File: config.mk
export PLATFORM = sky130hd
export DESIGN_NAME = io_bus_ctrl
export DESIGN_NICKNAME = d
export VERILOG_FILES = /design/src/rtl/io_ctrl_pkg.sv /design/src/rtl/io_wr_fifo.sv /design/src/rtl/io_bus_ctrl.sv
export SDC_FILE = /design/constraint.sdc
export NUM_CORES = 1
export LEC_CHECK = 0
export CAP_MARGIN = 20
export CORE_ASPECT_RATIO = 1.2
export CORE_UTILIZATION = 45
export CTS_BUF_LIST = sky130_fd_sc_hd__clkbuf_4 sky130_fd_sc_hd__clkbuf_8
export DETAILED_ROUTE_END_ITERATION = 8
export PLACE_DENSITY = 0.64
export SLEW_MARGIN = 40
export SYNTH_ARGS = -nofsm -noshare
export SYNTH_HDL_FRONTEND = slang
export SYNTH_SLANG_ARGS = --single-unit
File: constraint.sdc
create_clock -name clk -period 3.05 [get_ports clk]
set_input_delay 0.61 -clock clk [delete_from_list [all_inputs] [get_ports clk]]
set_output_delay 0.61 -clock clk [all_outputs]
set_load 0.1 [all_outputs]
File: src/rtl/io_ctrl_pkg.sv
// Shared types and constants for the CPU port-I/O bus controller.
// Optional timeout logic in io_bus_ctrl is enabled by defining IOCTRL_TIMEOUT_EN.
package io_ctrl_pkg;

  typedef enum logic [1:0] {
    ST_IDLE  = 2'd0,
    ST_WRITE = 2'd1,
    ST_READ  = 2'd2
  } state_e;

  localparam int ERR_DROP = 0;
  localparam int ERR_TMO  = 1;

  localparam logic [15:0] TMO_RDATA = 16'hFFFF;

  typedef struct packed {
    logic [15:0] addr;
    logic [15:0] data;
  } wr_entry_t;

  // Sticky error update: a new error in the same cycle as a clear survives.
  function automatic logic [1:0] err_update(input logic [1:0] cur,
                                            input logic [1:0] set,
                                            input logic       clr);
    logic [1:0] kept;
    kept = clr ? 2'b00 : cur;
    return kept | set;
  endfunction

endpackage

File: src/rtl/io_wr_fifo.sv
// Posted-write FIFO (DEPTH x {addr,data}); pointers carry one extra wrap bit
// so full/empty come from comparing the top bit.
module io_wr_fifo
  import io_ctrl_pkg::*;
#(
  parameter int DEPTH = 4
) (
  input  logic      clk,
  input  logic      reset,
  input  logic      push,
  input  wr_entry_t din,
  input  logic      pop,
  output wr_entry_t dout,
  output logic      full,
  output logic      empty
);

  localparam int AW = $clog2(DEPTH);
  localparam logic [AW:0] PTR_INC  = {{AW{1'b0}}, 1'b1};
  localparam logic [AW:0] PTR_WRAP = {1'b1, {AW{1'b0}}};

  logic [AW:0] wr_ptr_r;
  logic [AW:0] rd_ptr_r;
  wr_entry_t   mem_r [DEPTH];
  logic        push_ok_s;
  logic        pop_ok_s;

  assign push_ok_s = push & ~full;
  assign pop_ok_s  = pop & ~empty;
  assign full      = ((wr_ptr_r ^ rd_ptr_r) == PTR_WRAP);
  assign empty     = (wr_ptr_r == rd_ptr_r);
  assign dout      = mem_r[rd_ptr_r[AW-1:0]];

  // Pointer update; a push into a full FIFO is ignored even if a pop happens the same cycle.
  always_ff @(posedge clk) begin
    if (!reset) begin
      wr_ptr_r <= {(AW+1){1'b0}};
      rd_ptr_r <= {(AW+1){1'b0}};
    end else begin
      if (push_ok_s) begin
        wr_ptr_r <= wr_ptr_r + PTR_INC;
      end
      if (pop_ok_s) begin
        rd_ptr_r <= rd_ptr_r + PTR_INC;
      end
    end
  end

  // Storage write.
  always_ff @(posedge clk) begin
    if (push_ok_s) begin
      mem_r[wr_ptr_r[AW-1:0]] <= din;
    end
  end

endmodule

File: src/rtl/io_bus_ctrl.sv
// CPU port-I/O sequencer: posted writes via io_wr_fifo, reads ordered behind them,
// one bus transaction at a time. Define IOCTRL_TIMEOUT_EN to abort stalled transfers.
module io_bus_ctrl
  import io_ctrl_pkg::*;
#(
  parameter int DEPTH   = 4,
  parameter int TIMEOUT = 255
) (
  input  logic        clk,
  input  logic        reset,
  input  logic [15:0] cpu_addr,
  input  logic [15:0] cpu_data,
  input  logic        cpu_wr,
  input  logic        cpu_rd,
  output logic [15:0] cpu_in,
  output logic        rd_done,
  output logic        cpu_busy,
  output logic        per_valid,
  output logic        per_we,
  output logic [15:0] per_addr,
  output logic [15:0] per_wdata,
  input  logic        per_ready,
  input  logic [15:0] per_rdata,
  output logic [1:0]  err,
  input  logic        err_clr
);

  if (DEPTH < 2 || (DEPTH & (DEPTH - 1)) != 0 || TIMEOUT < 1 || TIMEOUT > 65535) begin : g_bad_param
    $error("io_bus_ctrl: DEPTH or TIMEOUT out of range");
  end

  state_e      state_r;
  logic        per_valid_r;
  logic        per_we_r;
  logic [15:0] per_addr_r;
  logic [15:0] per_wdata_r;
  logic [15:0] cpu_in_r;
  logic        rd_done_r;
  logic        rd_pending_r;
  logic [15:0] rd_addr_r;
  logic [1:0]  err_r;

  wr_entry_t   head_s;
  wr_entry_t   push_entry_s;
  logic        full_s;
  logic        empty_s;
  logic        push_s;
  logic        pop_s;
  logic        rd_accept_s;
  logic        tmo_s;
  logic        xfer_end_s;
  logic [1:0]  err_set_s;

  assign push_entry_s = '{addr: cpu_addr, data: cpu_data};

  io_wr_fifo #(.DEPTH(DEPTH)) u_wr_fifo (
    .clk   (clk),
    .reset (reset),
    .push  (push_s),
    .din   (push_entry_s),
    .pop   (pop_s),
    .dout  (head_s),
    .full  (full_s),
    .empty (empty_s)
  );

`ifdef IOCTRL_TIMEOUT_EN
  localparam logic [15:0] TMO_LAST = 16'(TIMEOUT - 1);
  logic [15:0] tmo_cnt_r;

  // Wait-cycle counter, restarted whenever the FSM passes through IDLE.
  always_ff @(posedge clk) begin
    if (!reset) begin
      tmo_cnt_r <= 16'h0000;
    end else if (state_r == ST_IDLE || per_ready) begin
      tmo_cnt_r <= 16'h0000;
    end else begin
      tmo_cnt_r <= tmo_cnt_r + 16'h0001;
    end
  end

  assign tmo_s = (state_r != ST_IDLE) & ~per_ready & (tmo_cnt_r == TMO_LAST);
`else
  assign tmo_s = 1'b0;
`endif

  // Request acceptance, transfer completion and error sources.
  always_comb begin
    push_s      = cpu_wr & ~full_s;
    rd_accept_s = cpu_rd & ~rd_pending_r;
    xfer_end_s  = per_ready | tmo_s;
    err_set_s   = 2'b00;
    err_set_s[ERR_DROP] = (cpu_wr & full_s) | (cpu_rd & rd_pending_r);
    err_set_s[ERR_TMO]  = tmo_s;
    if (state_r == ST_WRITE) begin
      pop_s = xfer_end_s;
    end else begin
      pop_s = 1'b0;
    end
  end

  assign cpu_busy = full_s | rd_pending_r | (state_r == ST_READ);

  // Main FSM; IDLE also looks at this cycle's strobes so a request reaches the bus one cycle later.
  always_ff @(posedge clk) begin
    if (!reset) begin
      state_r      <= ST_IDLE;
      per_valid_r  <= 1'b0;
      per_we_r     <= 1'b0;
      per_addr_r   <= 16'h0000;
      per_wdata_r  <= 16'h0000;
      cpu_in_r     <= 16'h0000;
      rd_done_r    <= 1'b0;
      rd_pending_r <= 1'b0;
      rd_addr_r    <= 16'h0000;
      err_r        <= 2'b00;
    end else begin
      rd_done_r <= 1'b0;
      err_r     <= err_update(err_r, err_set_s, err_clr);
      if (rd_accept_s) begin
        rd_pending_r <= 1'b1;
        rd_addr_r    <= cpu_addr;
      end
      case (state_r)
        ST_IDLE: begin
          if (!empty_s) begin
            state_r     <= ST_WRITE;
            per_valid_r <= 1'b1;
            per_we_r    <= 1'b1;
            per_addr_r  <= head_s.addr;
            per_wdata_r <= head_s.data;
          end else if (push_s) begin
            state_r     <= ST_WRITE;
            per_valid_r <= 1'b1;
            per_we_r    <= 1'b1;
            per_addr_r  <= cpu_addr;
            per_wdata_r <= cpu_data;
          end else if (rd_pending_r) begin
            state_r     <= ST_READ;
            per_valid_r <= 1'b1;
            per_we_r    <= 1'b0;
            per_addr_r  <= rd_addr_r;
          end else if (rd_accept_s) begin
            state_r     <= ST_READ;
            per_valid_r <= 1'b1;
            per_we_r    <= 1'b0;
            per_addr_r  <= cpu_addr;
          end
        end
        ST_WRITE: begin
          if (xfer_end_s) begin
            state_r     <= ST_IDLE;
            per_valid_r <= 1'b0;
            per_we_r    <= 1'b0;
          end
        end
        ST_READ: begin
          if (xfer_end_s) begin
            state_r      <= ST_IDLE;
            per_valid_r  <= 1'b0;
            cpu_in_r     <= per_ready ? per_rdata : TMO_RDATA;
            rd_done_r    <= 1'b1;
            rd_pending_r <= 1'b0;
          end
        end
        default: begin
          state_r     <= ST_IDLE;
          per_valid_r <= 1'b0;
          per_we_r    <= 1'b0;
        end
      endcase
    end
  end

  assign per_valid = per_valid_r;
  assign per_we    = per_we_r;
  assign per_addr  = per_addr_r;
  assign per_wdata = per_wdata_r;
  assign cpu_in    = cpu_in_r;
  assign rd_done   = rd_done_r;
  assign err       = err_r;

endmodule

# == Yosys cells after proc, flatten, opt, wreduce, memory -nomap -nowiden ==
# Memory sizes are Yosys's and may differ from the RTL's. A register that Yosys moved wholly into a read port is not among the register bits.
# Cells that the tools add are included.
# totals
word_cells,80
n_memories,1
ff_bits,78
mem_bits_rw,128
in_bits,54
out_inout_bits,54
# classes
add_sub_neg,2
muxes,33
bitwise,15
eq_ne,9
n_reduce_logical,8
# mem_list
name,depth,width,rd,rd_ports_with_merged_regs,wr,line,source
u_wr_fifo.mem_r,4,32,1,1,1,io_wr_fifo.sv:24,wr_entry_t mem_r [DEPTH];
# ops
op,n
$mux 16,6
$mux 1,16
$mux 2,8
$reduce_and 2->1,5
$add 3x1->3 const B,2
$and 1x1->1,6
$ne 5x4->1 const B,1
$ne 2x1->1 const B,2
$ne 4x2->1 const B,1
$not 1->1,4
$pmux 2 s2,1
$eq 3x3->1,1
$eq 3x3->1 const B,1
$or 1x1->1,3
$pmux 1 s3,1
$reduce_and 3->1,1
$xor 3x3->3,1
$eq 2x1->1 const B,1
$eq 2x2->1 const B,1
$logic_not 2->1,1
$ne 2x2->1 const B,1
$or 2x1->2,1
$pmux 1 s2,1
$reduce_or 2->1,1

# == Depth between registers and ports, before layout ==
# Gate-level depths: netlist of run 1.
# logic_depth
ltp_word,7
depth_mapped,6
depth_no_buf,6

# == Hierarchy ==
# Synthesis of run 1 repeated with hierarchy kept, for this count alone.
# unflattened
hier_cells,583
hier_area_um2,8361.8
# modules_own_cells
mod,area_per_inst_um2,seq_area_each_um2,n_inst,cells_per_inst
io_wr_fifo,5170.0,4003.8,1,235
io_bus_ctrl,3191.8,1421.4,1,348

# == Least setup slack after synthesis of run 1 ==
# No wires, ideal clock.
# synth_timing
path_kind,input -> register
startpoint,input port cpu_wr
endpoint,"memory u_wr_fifo.mem_r[2][0] (netlist bit), enable pin"
stages,3
n_path_buf,0
setup_slack_ns,0.813
required_time_ns,2.658
arrival_time_ns,1.845
cell_sequence,inv_1 -> a31oi_1 -> and2_1
# synth_via
elab_chain_cells,4
# synth_rtl
item,line,source
from (decl),io_bus_ctrl.sv:13,"input logic cpu_wr,"
$and 1x1->1,io_bus_ctrl.sv:89,push_s = cpu_wr & ~full_s;
$and 1x1->1,io_wr_fifo.sv:28,assign push_ok_s = push & ~full;
$mux 1,io_wr_fifo.sv:51,if (push_ok_s) begin
$mux 1 (implied by the code),io_wr_fifo.sv:52,mem_r[wr_ptr_r[AW-1:0]] <= din;
to (decl),io_wr_fifo.sv:24,
# No other way between the ends.

# == Worst setup path after layout of run 1 ==
# layout_timing
startpoint,register u_wr_fifo.wr_ptr_r[0]
endpoint,output port cpu_busy
# layout_via
elab_chain_cells,4
# layout_rtl
item,line,source
from (decl),io_wr_fifo.sv:22,logic [AW:0] wr_ptr_r;
from (signal assigned),io_wr_fifo.sv:37,wr_ptr_r <= {(AW+1){1'b0}};
from (signal assigned),io_wr_fifo.sv:41,wr_ptr_r <= wr_ptr_r + PTR_INC;
$xor 3x3->3,io_wr_fifo.sv:30,assign full = ((wr_ptr_r ^ rd_ptr_r) == PTR_WRAP);
$eq 3x3->1,io_wr_fifo.sv:30,
$or 1x1->1 (2 in series),io_bus_ctrl.sv:102,assign cpu_busy = full_s | rd_pending_r | (state_r == ST_READ);
to (decl),io_bus_ctrl.sv:17,"output logic cpu_busy,"
# No other way between the ends.

==> results.md, run 1 <==
- Status: complete, no violations
- IO Port Bufs: approximately 110
- Flop pwr share: a little over two fifths
- CTS Root Cell: clkbuf_8
- Kind of cell adding the most delay to the critical path: flip-flops
- Min Tclk post-route: 2.69 ns
- Synth Flop Type: edfxtp_1
- Commonest non-fill, non-tap cell in the layout: edfxtp_1
- Total gr overflow: 0
- Startpoint types: register
- Post-synthesis cell type count: 41
- Ant. Diodes: 0
- Max Fclk: around 370 MHz
- Final net count: between 700 and 800
- Count of final setup violators: 0
- Leakage: around 3.6 nW
- Clk buf depth: 3
- FF+latch count, synth: 207
- CP max stage delay: 0.50 ns
- Overall Global Routing Usage: around a fifth
- Via/cell ratio: about 5.3
- Clk_lat worst skew: around 0.55 ns
- Max VDD drop: ~590 uV
- Row cnt: between 50 and 60
- Total vias in the final route: about 4800
- Pre-CTS WS: around 0.36 ns
- Dpl hpwl: 10700 um
- Setup clock skew after layout: roughly 0.011 ns
- Slowest CP cell: dfxtp_1
- Num CTS Buffers: 31
- Worst Hold Class: register to register
- Initial core utilization: 45.8%
- Clock sink count: 207
- Synth Cell Area: ~0.0080 sq mm
- Area after DPL: around 0.0092 sq mm
- Reg clk slew, reported paths: roughly 0.06 ns
- WS Path Type: register to primary output
- GP Congestion: 0.695
- Max capacitance violation total: 0
- DRT antenna net count: 0
- H-tree Lvls: 1
- Worst slew pin tran: 0.795 ns
- PwrDens: roughly 800 mW/mm^2
- CP Buf/Inv Count: 1
- Crit Path Max Fanout: 6
- Mapped Nets: roughly 590
- DR iter-0 viols: around 230
- I/O pins: 108
- Sequential share of the synthesized area: around two thirds
- Layout cells sized above 1: 27.9%
- Hold buffer count at CTS: 0
- Combinational fraction of design power: about a quarter
- First-pass DRT Iterations: 4
- Die ar.: 0.0183 sq mm
- Cells after Synth: about 520
- WL per Instance: 18.9 um
- Final Routed Wirelength: about 17000 um
- Area of the core: about 0.017 sq mm
- Area grow syn2layout: 24.1%
- Synth Area per Inst: approximately 15 sq um
- Vias in the first global route: 4967
- YS warnings: 0
- Sw Ratio: 33.6%
- Cell-by-cell trace of the critical path: xor2_2 > nor3_1 > or3_1 > buf_4
- Total power: approximately 7.8 mW
- CP Capture Type: primary output
- Post-CTS sizing: 0
- Final Cycle Share: 88.1%
- Clock share of power: about a third
- Die Y: 148 um
- Final Instance Area: just under 0.01 sq mm
- Drt drc: 0
- Hold Fails Final Rpt: 0
- Setup ws final: ~0.36 ns
- Initial antenna violation count: 0
- Most frequent cells in the layout: edfxtp_1 (128), dfxtp_1 (78), buf_4 (69)
- Sw power: ~2.6 mW
- Largest net degree at the start of global routing: 35
- Fraction of registers with async set/reset: 0%
- CTS tree: done
- Die W: roughly 120 um
- Internal: slightly above 5 mW
- Max-slew violation count: 0
- CP required: between 2 and 2.5 ns
- Setup Buffers After CTS: 0
- Crit path DAT: about 2.1 ns
- RSZ-0062 raised after global routing: no
- First-pass GRT wire length: roughly 27000 um
- Post-synth EDFFs: around 130
- Setup tns final: 0 ns
- Slew headroom: between 40% and 50%
## sequential cells by signal (all words and copies together) (netlist names), named ones only
signal              cells
per_we                  1
per_valid               1
per_wdata              16
u_wr_fifo.mem_r       128
err                     1
state_r                 2
cpu_in                 16
u_wr_fifo.rd_ptr_r      3
rd_addr_r              16
rd_pending_r            1
u_wr_fifo.wr_ptr_r      3
rd_done                 1
per_addr               16
## cell usage after synthesis (2+ instances only)
master     instances  share of area, %
edfxtp_1         128                48
dfxtp_1           79                20
nand2_1           68               3.2
mux4_2            32               9.0
a21oi_1           20               1.3
a31oi_1           18               1.4
o21ai_0           18               1.1
mux2i_1           17               2.1
a22o_1            16               1.8
clkbuf_1          16              0.75
mux2_2            16               2.3
o2bb2ai_1         16               1.8
buf_2             12              0.75
and2_1             8              0.63
ha_1               8               1.3
inv_1              7              0.33
nor2_1             5              0.24
xnor2_1            5              0.55
nor2b_1            4              0.31
nand3_1            3              0.19
xor2_2             3              0.61
buf_4              2              0.19
nand2b_1           2              0.16
o31ai_1            2              0.19
xor2_1             2              0.22
## area by class of cell
| type | instances | area, sq um |
|---|---|---|
| clock buffers | 46 | 558 |
| clock inverters | 12 | 133 |
| fillers | 1423 | 7530 |
| inverters | 8 | 30.0 |
| multi-input cells | 278 | 2400 |
| flip-flops and latches | 207 | 5430 |
| well taps | 220 | 275 |
| repair buffers | 124 | 1090 |
## stage by stage
step	std cells	utilization (%)	hold WS (ns)
after detailed placement	837	52.9	0.447
final	895	56.8	0.452
after floorplan	523	-	0.434
after CTS	895	56.8	0.455
after global routing	895	56.8	0.475
after global placement	837	52.9	0.439
## cells by family after synthesis
logic type | after synthesis | share of synthesized area (%)
flops | 207 | 67.9
compound gates | 98 | 8.52
xor+xnor | 10 | 1.38
fa+ha+maj | 8 | 1.25
simple gates | 96 | 5.37
buf+inv | 38 | 2.07
other cells | 1 | 0.0470
mux | 65 | 13.4
## power by group through the flow
stage / registers, mW / logic [mW] / clock network, mW
finish: 3.33 / 2.00 / 2.44
global route: 3.36 / 2.09 / 2.63
CTS: 3.34 / 2.01 / 2.51
detailed placement: 3.39 / 2.01 / 0
global placement: 3.38 / 1.98 / 0
floorplan: 4.29 / 0.592 / 0
## worst reg2reg max path, cell delays in order (launching register included)
cell and delay (ns):
dfxtp_1 0.50, xnor2_1 0.17, a31oi_1 0.43, and2_2 0.43
buf_12 0.24
## final timing paths
kind	startpoint	to	slack (ns)	depth (start not counted)
hold reg to reg	rd_addr_r[3]	rd_addr_r[3]	0.45	2
setup reg to reg	u_wr_fifo.wr_ptr_r[0]	u_wr_fifo.mem_r[2][19]	0.98	4
setup / recovery	u_wr_fifo.wr_ptr_r[0]	cpu_busy	0.36	4
hold / removal	rd_addr_r[3]	rd_addr_r[3]	0.45	2
## routing by layer
layer / track usage (%) / up-vias / share of wire, %
met4: 5.12 / 0 / 1.5
met1: 24.8 / 2383 / 42
met2: 33.2 / 130 / 51
li1: - / 2252 / -
met5: 0 / - / 0
met3: 2.89 / 18 / 5.4
Note: power is estimated with default switching activity, not from simulation.
==> inputs of run 2 (changes only) <==
--- a/config.mk
+++ b/config.mk
@@ -8,3 +8,3 @@
 export CAP_MARGIN = 20
-export CORE_ASPECT_RATIO = 1.2
+export CORE_ASPECT_RATIO = 1.25
 export CORE_UTILIZATION = 45
@@ -12,2 +12,3 @@
 export DETAILED_ROUTE_END_ITERATION = 8
+export GPL_TIMING_DRIVEN = 0
 export PLACE_DENSITY = 0.64
--- a/constraint.sdc
+++ b/constraint.sdc
@@ -3,2 +3,2 @@
 set_output_delay 0.61 -clock clk [all_outputs]
-set_load 0.1 [all_outputs]
+set_load 0.05 [all_outputs]
==> run 2 against run 1 <==
- final cell count is 2.2% higher
- sequential cell count unchanged
- routed wire length increased by 5.7%
- critical endpoint unchanged
- highest routed layer unchanged
==> results.md, run 2 (synthesized netlist as in run 1, its figures left out) <==
- Layout cells sized above 1: around a fifth
- Initial antenna violation count: 0
- Crit Path Max Fanout: 6
- First-pass DRT Iterations: 4
- Most frequent cells in the layout: edfxtp_1 (128), clkdlybuf4s50_1 (105), dfxtp_1 (79)
- GRT met1 Usage: between 20% and 30%
- CTS Root Cell: clkbuf_8
- Area of the core: between 0.015 and 0.02 sq mm
- Worst R2R Path Depth: 3
- Total vias in the final route: just under 5000
- CP Capture Type: primary output
- I/O pins: around 110
- GRT Max-Usage Layer: met2
- Status: complete, no violations
- Pre-CTS WS: approximately 0.22 ns
- Worst Hold Class: register to register
- Setup clock skew after layout: between 0.015 and 0.02 ns
- Num CTS Buffers: 35
- Max VDD drop: about 360 uV
- WS Path Type: register to primary output
- Clock sink count: slightly above 200
- CTS tree: done
- Commonest non-fill, non-tap cell in the layout: edfxtp_1
- Max capacitance violation total: 0
- Drt drc: 0
- Clock share of power: roughly 35%
- Startpoint types: register
- Setup ws final: 0.149 ns
- Count of final setup violators: 0
- Hold Fails Final Rpt: 0
- Dpl hpwl: approximately 11000 um
- IO Port Bufs: 106
- H-tree Lvls: 2
- Max FFs per register: roughly 130
- Worst Hold Slack: roughly 0.45 ns
- Met2 Track Usage GR: roughly a third
- DRT antenna net count: 0
- Setup Buffers After CTS: 0
- GP Congestion: about 0.8
- Die ar.: roughly 0.018 sq mm
- Sw Ratio: between 20% and 30%
- Max Fclk: approximately 340 MHz
- Vias in the first global route: roughly 5200
- First-pass GRT wire length: 27400 um
- WL per Instance: around 20 um
- Initial core utilization: a little under half
- Sw power: around 2.2 mW
- Slew headroom: a little under half
- Row cnt: 54
- Fin cells: just over 900
- Post-CTS sizing: 1
- Placed Instances: 854
- # fillers: between 1000 and 1500
- Die W: 121 um
- Final net count: about 730
- Die Y: roughly 150 um
- Crit path DAT: 2.29 ns
- Leakage: ~3.6 nW
- Reg clk slew, reported paths: ~0.060 ns
- CP required: between 2 and 2.5 ns
- Ant. Diodes: 0
- WHS Path Cells: 2
- Largest net degree at the start of global routing: 33
- Min Tclk post-route: between 2 and 3 ns
- Flop pwr share: 44.5%
- PwrDens: roughly 740 mW/mm^2
- Area grow syn2layout: 26.5%
- Internal: ~5.3 mW
- DR iter-0 viols: roughly 300
- Combinational fraction of design power: around a fifth
- Met3 GRT Util: 4.18%
- Worst slew pin tran: between 0.7 and 0.8 ns
- Overall Global Routing Usage: roughly a fifth
- Final Core Density: around 58%
- RSZ-0062 raised after global routing: no
- Via/cell ratio: roughly 5.3
- Final Routed Wirelength: approximately 18000 um
- Total gr overflow: 0
- Final Cycle Share: 95.1%
- Setup tns final: 0 ns
- Clk buf depth: 3
- Clk_lat worst skew: just over 0.5 ns
- Max-slew violation count: 0
- Hold buffer count at CTS: 0
-- run 2: cell types whose count changed in the layout (fill, tap and decap cells not counted), moves of 2 or more --
cell	delta
buf_4	-67
clkdlybuf4s50_1	+52
clkbuf_1	+16
buf_2	+12
clkbuf_8	+7
and2_2	-3
and2_4	+3
clkbuf_4	-3
clkinv_1	-3
clkinv_2	+2
-- run 2: power by group through the flow --
stage | Sequential [mW] | Combinational (mW) | Clock (mW)
after global placement | 3.39 | 1.55 | 0
after floorplan | 3.81 | 0.579 | 0
final | 3.34 | 1.57 | 2.59
after CTS | 3.34 | 1.59 | 2.65
after global routing | 3.36 | 1.67 | 2.75
after detailed placement | 3.39 | 1.59 | 0
-- run 2: layout make-up --
class	count	area [sq um]	share of cell area, %
sequential	207	5430	53.7
buffer	30	135	1.34
clock buffer	50	632	6.25
tap	224	280	2.77
clock inverter	11	109	1.08
timing repair buffer	107	1080	10.7
inverter	8	30.0	0.297
multi-input combinational	278	2410	23.9
-- run 2: critical path, cell delays in order (launching register included) --
cell	delay, ns
dfxtp_1	0.52
xor2_2	0.37
nor3_1	0.13
or3_1	0.32
dlygate4sd2_1	0.43
-- run 2: path summary, 6_finish.rpt --
check                           slack [ns]             startpoint                     to
worst min register to register        0.45          rd_addr_r[15]          rd_addr_r[15]
worst min-delay path                  0.45          rd_addr_r[15]          rd_addr_r[15]
worst max register to register        0.88  u_wr_fifo.wr_ptr_r[0]  u_wr_fifo.mem_r[2][6]
worst max-delay path                  0.15  u_wr_fifo.wr_ptr_r[0]               cpu_busy
-- run 2: stage by stage --
step	power, mW	cell area [sq um]
floorplan	4.39	7990
global placement	4.94	9330
detailed placement	4.98	9370
CTS	7.58	10100
global route	7.78	10100
finish	7.50	10100
-- run 2: routing by layer --
metal  part of all wire (%)  vias to the layer above
li1                       -                     2300
met1                     41                     2401
met2                     51                      140
met3                    5.3                       34
met4                    2.3                        0
met5                      0                        -
==> inputs of run 3 (changes only) <==
HOLD_SLACK_MARGIN = 0.08   (was not set)
SKIP_CTS_REPAIR_TIMING = 1   (was not set)
==> run 3 against run 2 <==
- critical path depth unchanged
- worst setup slack better by 0.13 ns
- sequential share of layout area about the same
- core utilization about the same
- clock power about the same
- routed wire length up 0.28%
- cell area about the same
- via count down 0.47%
- sequential cell count unchanged
- global-route usage unchanged
- combinational power about the same
- final cell count unchanged
==> results.md, run 3 (synthesized netlist as in run 1, its figures left out) <==
- Num CTS Buffers: 35
- # fillers: 1383
- Hold_sp: rd_addr_r[15]
- Row cnt: 54
- Die ar.: roughly 0.018 sq mm
- CP Capture Type: primary output
- Total gr overflow: 0
- Hold Fails Final Rpt: 0
- Vias in the first global route: approximately 5200
- Total vias in the final route: 4852
- WS Path Type: register to primary output
- Flop2flop setup slack: roughly 0.9 ns
- I/O pins: between 100 and 150
- CP required: roughly 2.4 ns
- WHS Path Cells: 2
- Max VDD drop: 357 uV
- Max capacitance violation total: 0
- Setup clock skew after layout: 0.0184 ns
- Worst Hold End: rd_addr_r[15]
- Area grow syn2layout: 26.6%
- Die W: ~120 um
- Dpl hpwl: ~11000 um
- CTS Root Cell: clkbuf_8
- Ant. Diodes: 0
- Reg clk slew, reported paths: about 0.06 ns
- Most frequent cells in the layout: edfxtp_1 (128), clkdlybuf4s50_1 (105), dfxtp_1 (79)
- Via/cell ratio: 5.30
- Clk buf depth: 3
- Clock sink count: 207
- DRT antenna net count: 0
- Initial core utilization: 45.8%
- IO Port Bufs: 106
- Commonest non-fill, non-tap cell in the layout: edfxtp_1
- H-tree Lvls: 2
- Multi-input logic area: approximately 0.0024 sq mm
- Critical Path Source: u_wr_fifo.wr_ptr_r[0]
- Worst Hold Class: register to register
- Largest net degree at the start of global routing: 33
- DR iter-0 viols: 308
- Worst slew pin tran: roughly 0.73 ns
- CTS tree: done
- Crit path DAT: between 2 and 2.5 ns
- Worst R2R Path Depth: 3
- Initial antenna violation count: 0
- Final net count: roughly 730
- Die Y: 151 um
- Min Tclk post-route: 2.77 ns
- Drt drc: 0
- Final Cycle Share: between 90% and 100%
- Setup tns final: 0 ns
- RSZ-0062 raised after global routing: no
- Layout cells sized above 1: between 15 and 20%
- Count of final setup violators: 0
- Crit Path Max Fanout: 6
- GP Congestion: 0.787
- Area of the core: ~0.017 sq mm
- Total power: about 7.5 mW
- Leakage: between 3 and 4 nW
- Max-slew violation count: 0
- First-pass DRT Iterations: 4
- Overall Global Routing Usage: between 20% and 30%
- Max Fclk: 361 MHz
- Max FFs per register: roughly 130
- Crit Reg-Reg Startpoint: u_wr_fifo.wr_ptr_r[0]
- Final Routed Wirelength: about 18000 um
- Startpoint types: register
- Sequential Area: approximately 0.0054 sq mm
- First-pass GRT wire length: 27400 um
- Clk_lat worst skew: ~0.5 ns
- PwrDens: roughly 740 mW/mm^2
- WL per Instance: slightly below 20 um
- Status: complete, no violations
- Reg2reg end: u_wr_fifo.mem_r[2][6]
- Slew headroom: just over 50%
## run 3: critical path: stages (launching register included)
cell	delay [ns]
dfxtp_1	0.52
xor2_2	0.37
nor3_1	0.12
or3_1	0.32
dlymetal6s2s_1	0.32
## run 3: per-layer routing
layer / up-vias / share of wire (%) / GRT usage (%) / wire, um
met5: - / 0 / 0 / 0
met2: 128 / 52 / 35.0 / 9350
li1: 2300 / - / - / -
met4: 0 / 2.2 / 8.70 / 389
met3: 30 / 4.5 / 4.18 / 815
met1: 2394 / 41 / 24.1 / 7380
## run 3: through the flow
| step | util (%) | worst slack [ns] | instance area [sq um] | hold WS, ns | cells |
|---|---|---|---|---|---|
| floorplan | - | 0.813 | 7990 | 0.434 | 523 |
| global route | 58.0 | 0.157 | 10100 | 0.475 | 915 |
| finish | 58.0 | 0.276 | 10100 | 0.454 | 915 |
| detailed placement | 53.7 | 0.215 | 9370 | 0.446 | 854 |
| global placement | 53.5 | -0.636 | 9330 | 0.439 | 853 |
| CTS | 58.0 | -0.163 | 10100 | 0.455 | 915 |
## run 3: how the worst max path moves through the flow
stage	cells after the start	slack (ns)	to
2_1_floorplan	3	0.81	u_wr_fifo.mem_r[2][0]
3_3_place_gp	4	-0.64	u_wr_fifo.mem_r[0][12]
3_5_place_dp	4	0.22	u_wr_fifo.mem_r[0][10]
4_1_cts	4	-0.16	cpu_busy
5_1_grt	4	0.16	cpu_busy
6_report	4	0.28	cpu_busy
## run 3: cell type report
class                           count  share of cell area [%]
Clock buffer                       50                    6.25
Tap cell                          224                    2.77
Clock inverter                     11                    1.08
Buffer                             30                    1.34
Multi-Input combinational cell    278                    23.9
Inverter                            8                   0.297
Sequential cell                   207                    53.7
Timing Repair Buffer              107                    10.7
## run 3: where the power goes
group          internal (mW)  switching [mW]
Clock                   1.51            1.08
Combinational          0.567            1.01
Sequential              3.22           0.121
Total                   5.29            2.21
